File: src/rtl/muldiv_unit.sv
// Iterative RV32M-style multiply/divide unit: radix-2 shift-add multiply and
// restoring divide, fixed XLEN+2 cycle latency for every operation.
module muldiv_unit #(
  parameter int XLEN = 32
) (
  input  logic            clk,
  input  logic            rstn,
  input  logic            start,
  input  logic            flush,
  input  logic [6:0]      opcode,
  input  logic [2:0]      funct3,
  input  logic [6:0]      funct7,
  input  logic [XLEN-1:0] a,
  input  logic [XLEN-1:0] b,
  output logic            busy,
  output logic            done,
  output logic [XLEN-1:0] result
);

  localparam int CW = $clog2(XLEN);
  localparam logic [6:0]        OPCODE_REG    = 7'b0110011;
  localparam logic [6:0]        FUNCT7_MULDIV = 7'b0000001;
  localparam logic [XLEN-1:0]   ONE           = {{(XLEN-1){1'b0}}, 1'b1};
  localparam logic [2*XLEN-1:0] ONE_W         = {{(2*XLEN-1){1'b0}}, 1'b1};
  localparam logic [CW-1:0]     CNT_LAST      = CW'(XLEN - 1);
  localparam logic [CW-1:0]     CNT_ONE       = {{(CW-1){1'b0}}, 1'b1};

  typedef enum logic [1:0] {
    IDLE = 2'd0,
    CALC = 2'd1,
    FIX  = 2'd2,
    DONE = 2'd3
  } state_t;

  function automatic logic [XLEN-1:0] neg_x(input logic [XLEN-1:0] v);
    neg_x = ~v + ONE;
  endfunction

  state_t            state_r;
  logic [2:0]        op_r;
  logic [XLEN-1:0]   a_mag_r, b_mag_r, hi_r, lo_r;
  logic              sa_r, sb_r, b_zero_r;
  logic [CW-1:0]     count_r;

  logic              accept_s, a_signed_s, b_signed_s, sa_s, sb_s;
  logic [XLEN-1:0]   a_mag_s, b_mag_s;
  logic [XLEN:0]     sum_s, shifted_s;
  logic              ge_s;
  logic [XLEN-1:0]   diff_s, hi_next_s, lo_next_s;
  logic [2*XLEN-1:0] prod_s, prod_fix_s;
  logic [XLEN-1:0]   quo_fix_s, rem_fix_s, fix_res_s;

  // Request qualification and operand sign/magnitude split
  always_comb begin
    accept_s = (state_r == IDLE) && start && !flush &&
               (opcode == OPCODE_REG) && (funct7 == FUNCT7_MULDIV);
    case (funct3)
      3'b001:  begin a_signed_s = 1'b1; b_signed_s = 1'b1; end
      3'b010:  begin a_signed_s = 1'b1; b_signed_s = 1'b0; end
      3'b100:  begin a_signed_s = 1'b1; b_signed_s = 1'b1; end
      3'b110:  begin a_signed_s = 1'b1; b_signed_s = 1'b1; end
      default: begin a_signed_s = 1'b0; b_signed_s = 1'b0; end
    endcase
    sa_s    = a_signed_s & a[XLEN-1];
    sb_s    = b_signed_s & b[XLEN-1];
    a_mag_s = sa_s ? neg_x(a) : a;
    b_mag_s = sb_s ? neg_x(b) : b;
  end

  // One radix-2 step: {hi,lo} holds product (multiply) or remainder/quotient (divide)
  always_comb begin
    sum_s     = {1'b0, hi_r} + (lo_r[0] ? {1'b0, a_mag_r} : {(XLEN+1){1'b0}});
    shifted_s = {hi_r, lo_r[XLEN-1]};
    ge_s      = shifted_s >= {1'b0, b_mag_r};
    diff_s    = shifted_s[XLEN-1:0] - b_mag_r;
    if (op_r[2]) begin
      hi_next_s = ge_s ? diff_s : shifted_s[XLEN-1:0];
      lo_next_s = {lo_r[XLEN-2:0], ge_s};
    end else begin
      hi_next_s = sum_s[XLEN:1];
      lo_next_s = {sum_s[0], lo_r[XLEN-1:1]};
    end
  end

  // Sign correction and result selection; a zero divisor leaves |a| in hi, so REM yields a
  always_comb begin
    prod_s     = {hi_r, lo_r};
    prod_fix_s = (sa_r ^ sb_r) ? (~prod_s + ONE_W) : prod_s;
    quo_fix_s  = b_zero_r ? {XLEN{1'b1}} : ((sa_r ^ sb_r) ? neg_x(lo_r) : lo_r);
    rem_fix_s  = sa_r ? neg_x(hi_r) : hi_r;
    case (op_r)
      3'b000:  fix_res_s = prod_fix_s[XLEN-1:0];
      3'b001:  fix_res_s = prod_fix_s[2*XLEN-1:XLEN];
      3'b010:  fix_res_s = prod_fix_s[2*XLEN-1:XLEN];
      3'b011:  fix_res_s = prod_fix_s[2*XLEN-1:XLEN];
      3'b100:  fix_res_s = quo_fix_s;
      3'b101:  fix_res_s = quo_fix_s;
      3'b110:  fix_res_s = rem_fix_s;
      3'b111:  fix_res_s = rem_fix_s;
      default: fix_res_s = {XLEN{1'b0}};
    endcase
  end

  // Control FSM, datapath registers and registered outputs
  always_ff @(posedge clk or negedge rstn) begin
    if (!rstn) begin
      state_r  <= IDLE;
      busy     <= 1'b0;
      done     <= 1'b0;
      result   <= {XLEN{1'b0}};
      op_r     <= 3'b000;
      a_mag_r  <= {XLEN{1'b0}};
      b_mag_r  <= {XLEN{1'b0}};
      hi_r     <= {XLEN{1'b0}};
      lo_r     <= {XLEN{1'b0}};
      sa_r     <= 1'b0;
      sb_r     <= 1'b0;
      b_zero_r <= 1'b0;
      count_r  <= {CW{1'b0}};
    end else if (flush) begin
      state_r <= IDLE;
      busy    <= 1'b0;
      done    <= 1'b0;
    end else begin
      case (state_r)
        IDLE: begin
          done <= 1'b0;
          if (accept_s) begin
            state_r  <= CALC;
            busy     <= 1'b1;
            op_r     <= funct3;
            a_mag_r  <= a_mag_s;
            b_mag_r  <= b_mag_s;
            sa_r     <= sa_s;
            sb_r     <= sb_s;
            b_zero_r <= (b == {XLEN{1'b0}});
            hi_r     <= {XLEN{1'b0}};
            lo_r     <= funct3[2] ? a_mag_s : b_mag_s;
            count_r  <= CNT_LAST;
          end else begin
            busy <= 1'b0;
          end
        end
        CALC: begin
          hi_r <= hi_next_s;
          lo_r <= lo_next_s;
          if (count_r == {CW{1'b0}}) begin
            state_r <= FIX;
          end else begin
            count_r <= count_r - CNT_ONE;
          end
        end
        FIX: begin
          result  <= fix_res_s;
          done    <= 1'b1;
          state_r <= DONE;
        end
        DONE: begin
          done    <= 1'b0;
          busy    <= 1'b0;
          state_r <= IDLE;
        end
        default: begin
          done    <= 1'b0;
          busy    <= 1'b0;
          state_r <= IDLE;
        end
      endcase
    end
  end

endmodule

File: config.mk
export PLATFORM = sky130hd
export DESIGN_NAME = muldiv_unit
export DESIGN_NICKNAME = d
export VERILOG_FILES = /design/src/rtl/muldiv_unit.sv
export SDC_FILE = /design/constraint.sdc
export NUM_CORES = 1
export LEC_CHECK = 0
export CAP_MARGIN = 20
export CORE_MARGIN = 8
export CORE_UTILIZATION = 53
export DETAILED_ROUTE_END_ITERATION = 12
export DONT_BUFFER_PORTS = 1
export GPL_TIMING_DRIVEN = 0
export PLACE_DENSITY = 0.68
export RECOVER_POWER = 50
export SLEW_MARGIN = 10
export SYNTH_ARGS = -nofsm -noshare
export SYNTH_HDL_FRONTEND = slang
export SYNTH_SLANG_ARGS = --single-unit
export TNS_END_PERCENT = 20
File: constraint.sdc
create_clock -name clk -period 3.73 [get_ports clk]
set_input_delay 0.746 -clock clk [delete_from_list [all_inputs] [get_ports clk]]
set_output_delay 0.746 -clock clk [all_outputs]
set_load 0.01 [all_outputs]
==> results.sh <==
export IMPL_worst_slew_pin_slew_ns=0.992
export IMPL_drt_iter0_drc=1874
export IMPL_ys_async_sr_fraction=1.00
export IMPL_setup_viol=0
export IMPL_fmax_mhz=275
export IMPL_io_buffers=0
export IMPL_synth_cells=2031
export IMPL_relSlewSlack=0.337
export IMPL_via_per_inst=6.54
export IMPL_ios=119
export IMPL_yosys_most_used_dff="dfrtp_1"
export IMPL_synth_cell_types=75
export IMPL_wl_um=61500
export IMPL_finalPower_mw=9.62
export IMPL_dp_hpwl_um=48500
export IMPL_outcome="finished, violations left"
export IMPL_root_buffer="clkbuf_16"
export IMPL_postPlaceCellArea_um2=16300
export IMPL_finalInstanceArea_um2=17000
export IMPL_grtUsageTotal=0.338
export IMPL_fin_nets=2212
export IMPL_postRouteAntennaNets=0
export IMPL_num_rows=63
export IMPL_synth_area_um2=15800
export IMPL_synthesis_nets=2192
export IMPL_drc_errors=0
export IMPL_fin_ws_ns=0.0894
export IMPL_critPathMaxFanout=10
export IMPL_dr_total_vias=16100
export IMPL_cts_sinks=175
export IMPL_antenna_found_initial=4
export IMPL_synth_largest_area_cell="dfrtp_1"
export IMPL_p_leak_nw=7.61
export IMPL_cts_tree="done"
export IMPL_cpMaxStageDelayCell="or4_1"
export IMPL_grtUsageMet1=0.477
export IMPL_yosys_warnings=0
export IMPL_yosysSeqAreaShare=0.278
export IMPL_criticalPathCategory="reg2reg"
export IMPL_fin_skew_ns=0.0140
export IMPL_post_place_ws_ns=-0.528
export IMPL_cp_top_family="simple AND/OR/NAND/NOR gates"
export IMPL_slew_violations=0
export IMPL_max_stage_delay_ns=0.52
export IMPL_grt_pass1_vias=15000
export IMPL_post_route_min_period_ns=3.64
export IMPL_rsz0062_at_grt="true"
export IMPL_avgSynthCellArea_um2=7.77
export IMPL_cts_buffers=17
export IMPL_cts_max_path_buffers=2
export IMPL_grtUsageMet3=0.0880
export IMPL_ir_drop_uv=334
export IMPL_hold_violations=9
export IMPL_critPathArrivalTime_ns=4.02
export IMPL_clkTransAtPathRegs_ns=0.08
export IMPL_dieArea_um2=35500
export IMPL_synth_seq_cells=175
export IMPL_placedCellCount=2421
export IMPL_cp_common_cell="or4_1"
export IMPL_gp_congestion=1.02
export IMPL_fp_dieW_um=189
export IMPL_violations="negative hold slack"
export IMPL_crit_path_end_kind="register"
export IMPL_fin_cells=2455
export IMPL_cap_violations=0
export IMPL_clock_latency_ns=0.46
export IMPL_yosys_top_cells_count="a21oi_1, nor2_1, nand2_1"
export IMPL_synthToLayoutAreaGrowth_pct=7.91
export IMPL_synth_edff_count=0
export IMPL_whs_ns=-0.0180
export IMPL_top_usage_layer="met1"
export IMPL_p_per_area_nw_per_um2=565
export IMPL_grt_remaining_overflow=0
export IMPL_routedWlPerCell_um=25.0
export IMPL_firstDrtPassIters=6
export IMPL_synth_top_area_frac=0.278
export IMPL_worst_setup_path_start_kind="register"
export IMPL_grt_pass1_wl_um=92200
export IMPL_path_cells="clkbuf_1, or4_1, or4_1, nor4_4, nand3_2, buf_2, o41ai_2, xor2_1, o221ai_1, o21ai_0, o21ai_1"
export IMPL_cp_data_required_time_ns=4.11
export IMPL_hp_class="in2async"
export IMPL_yosysMostFrequentCell="a21oi_1"
export IMPL_drive_above_1_share=0.0484
export IMPL_yosys_top_cells_area="dfrtp_1, a21oi_1, ha_1"
export IMPL_grt_max_degree=176
export IMPL_path_buf_inv=2
export IMPL_core_area_um2=29500
export IMPL_fin_crit_sh=0.976
export IMPL_htree_num_levels=4
export IMPL_start_util=0.535
export IMPL_use_met2=0.471
export IMPL_die_y_um=189
path summary, 6_finish.rpt:
check | start | endpoint | slack, ns | depth (start not counted)
worst max-delay path | lo_r[11] | result[7] | 0.09 | 11
worst min-delay path | rstn | b_mag_r[0] | -0.02 | 0
worst max register to register | lo_r[11] | result[7] | 0.09 | 11
worst min register to register | b_mag_r[25] | b_mag_r[25] | 0.48 | 2
max in group asynchronous | rstn | result[28] | 3.45 | 0
min in group clk | funct3[0] | op_r[0] | 0.39 | 2
routing by layer:
layer	part of all wire	vias up
li1	-	7329
met1	0.43	7690
met2	0.40	904
met3	0.12	139
met4	0.050	4
met5	0.00042	-
cells in the final DEF, fill, tap and decap left out, types with 11 or more instances in the layout:
master     count
a211oi_1      17
a21o_1        32
a21oi_1      211
a22oi_1       20
a31oi_1       23
and2_1        39
clkbuf_1     112
clkbuf_16     17
dfrtp_1      174
ha_1          74
inv_1         68
mux2i_1       85
nand2_1      192
nand2b_1      18
nand3_1       26
nand4_1       13
nor2_1       197
nor2b_1       22
nor3_1        40
nor4_1        17
o211ai_1      16
o21ai_0      174
o221ai_1      17
o22ai_1       12
o31ai_1       25
o41ai_1       13
or2_2         11
or3_1         21
xnor2_1       99
xor2_1       100
power breakdown:
| group | switching (mW) | internal, mW |
|---|---|---|
| Clock | 0.924 | 0.908 |
| Combinational | 3.20 | 1.93 |
| Sequential | 0.472 | 2.18 |
cell families (layout without fill, tap and decap cells):
logic type                 Yosys count  count (layout)  share of synthesized area
buffers and inverters              203             236                     0.0496
AOI/OAI and AO/OA                  637             637                      0.247
muxes                               91              91                     0.0582
and+or+nand+nor                    650             650                      0.196
adders and majority gates           76              76                     0.0612
xor gates and xnor gates           199             199                      0.110
other                                0               1                          0
DFF                                175             175                      0.278
per-stage QoR:
step	setup TNS [ns]	util
3_5_place_dp	-8.48	0.552
2_1_floorplan	0	-
6_report	0	0.578
3_3_place_gp	-7.20	0.552
4_1_cts	-0.0160	0.573
5_1_grt	-0.0272	0.578
flip-flops by register name (all words and copies together), names as in the netlist, 2 cells and up:
signal	cells
result	32
b_mag_r	32
op_r	3
a_mag_r	32
count_r	5
state_r	2
lo_r	32
hi_r	32
area by class of cell:
| type | instances | area, um^2 |
|---|---|---|
| multi-input cells | 1653 | 10800 |
| fillers | 2855 | 12500 |
| inverters | 71 | 270 |
| well taps | 390 | 488 |
| diodes | 1 | 2.50 |
| plain buffers | 130 | 519 |
| clock buffers | 18 | 439 |
| clock inverters | 14 | 135 |
| repair buffers | 3 | 22.5 |
| flip-flops and latches | 175 | 4380 |
what timing repair did:
item	CTS	global route
gates resized for setup	10	32
setup endpoints to repair	37	41
pin swaps	1	3
hold endpoints to repair	167	145
buffers inserted	1	2
Note: power is estimated with default switching activity, not from simulation.
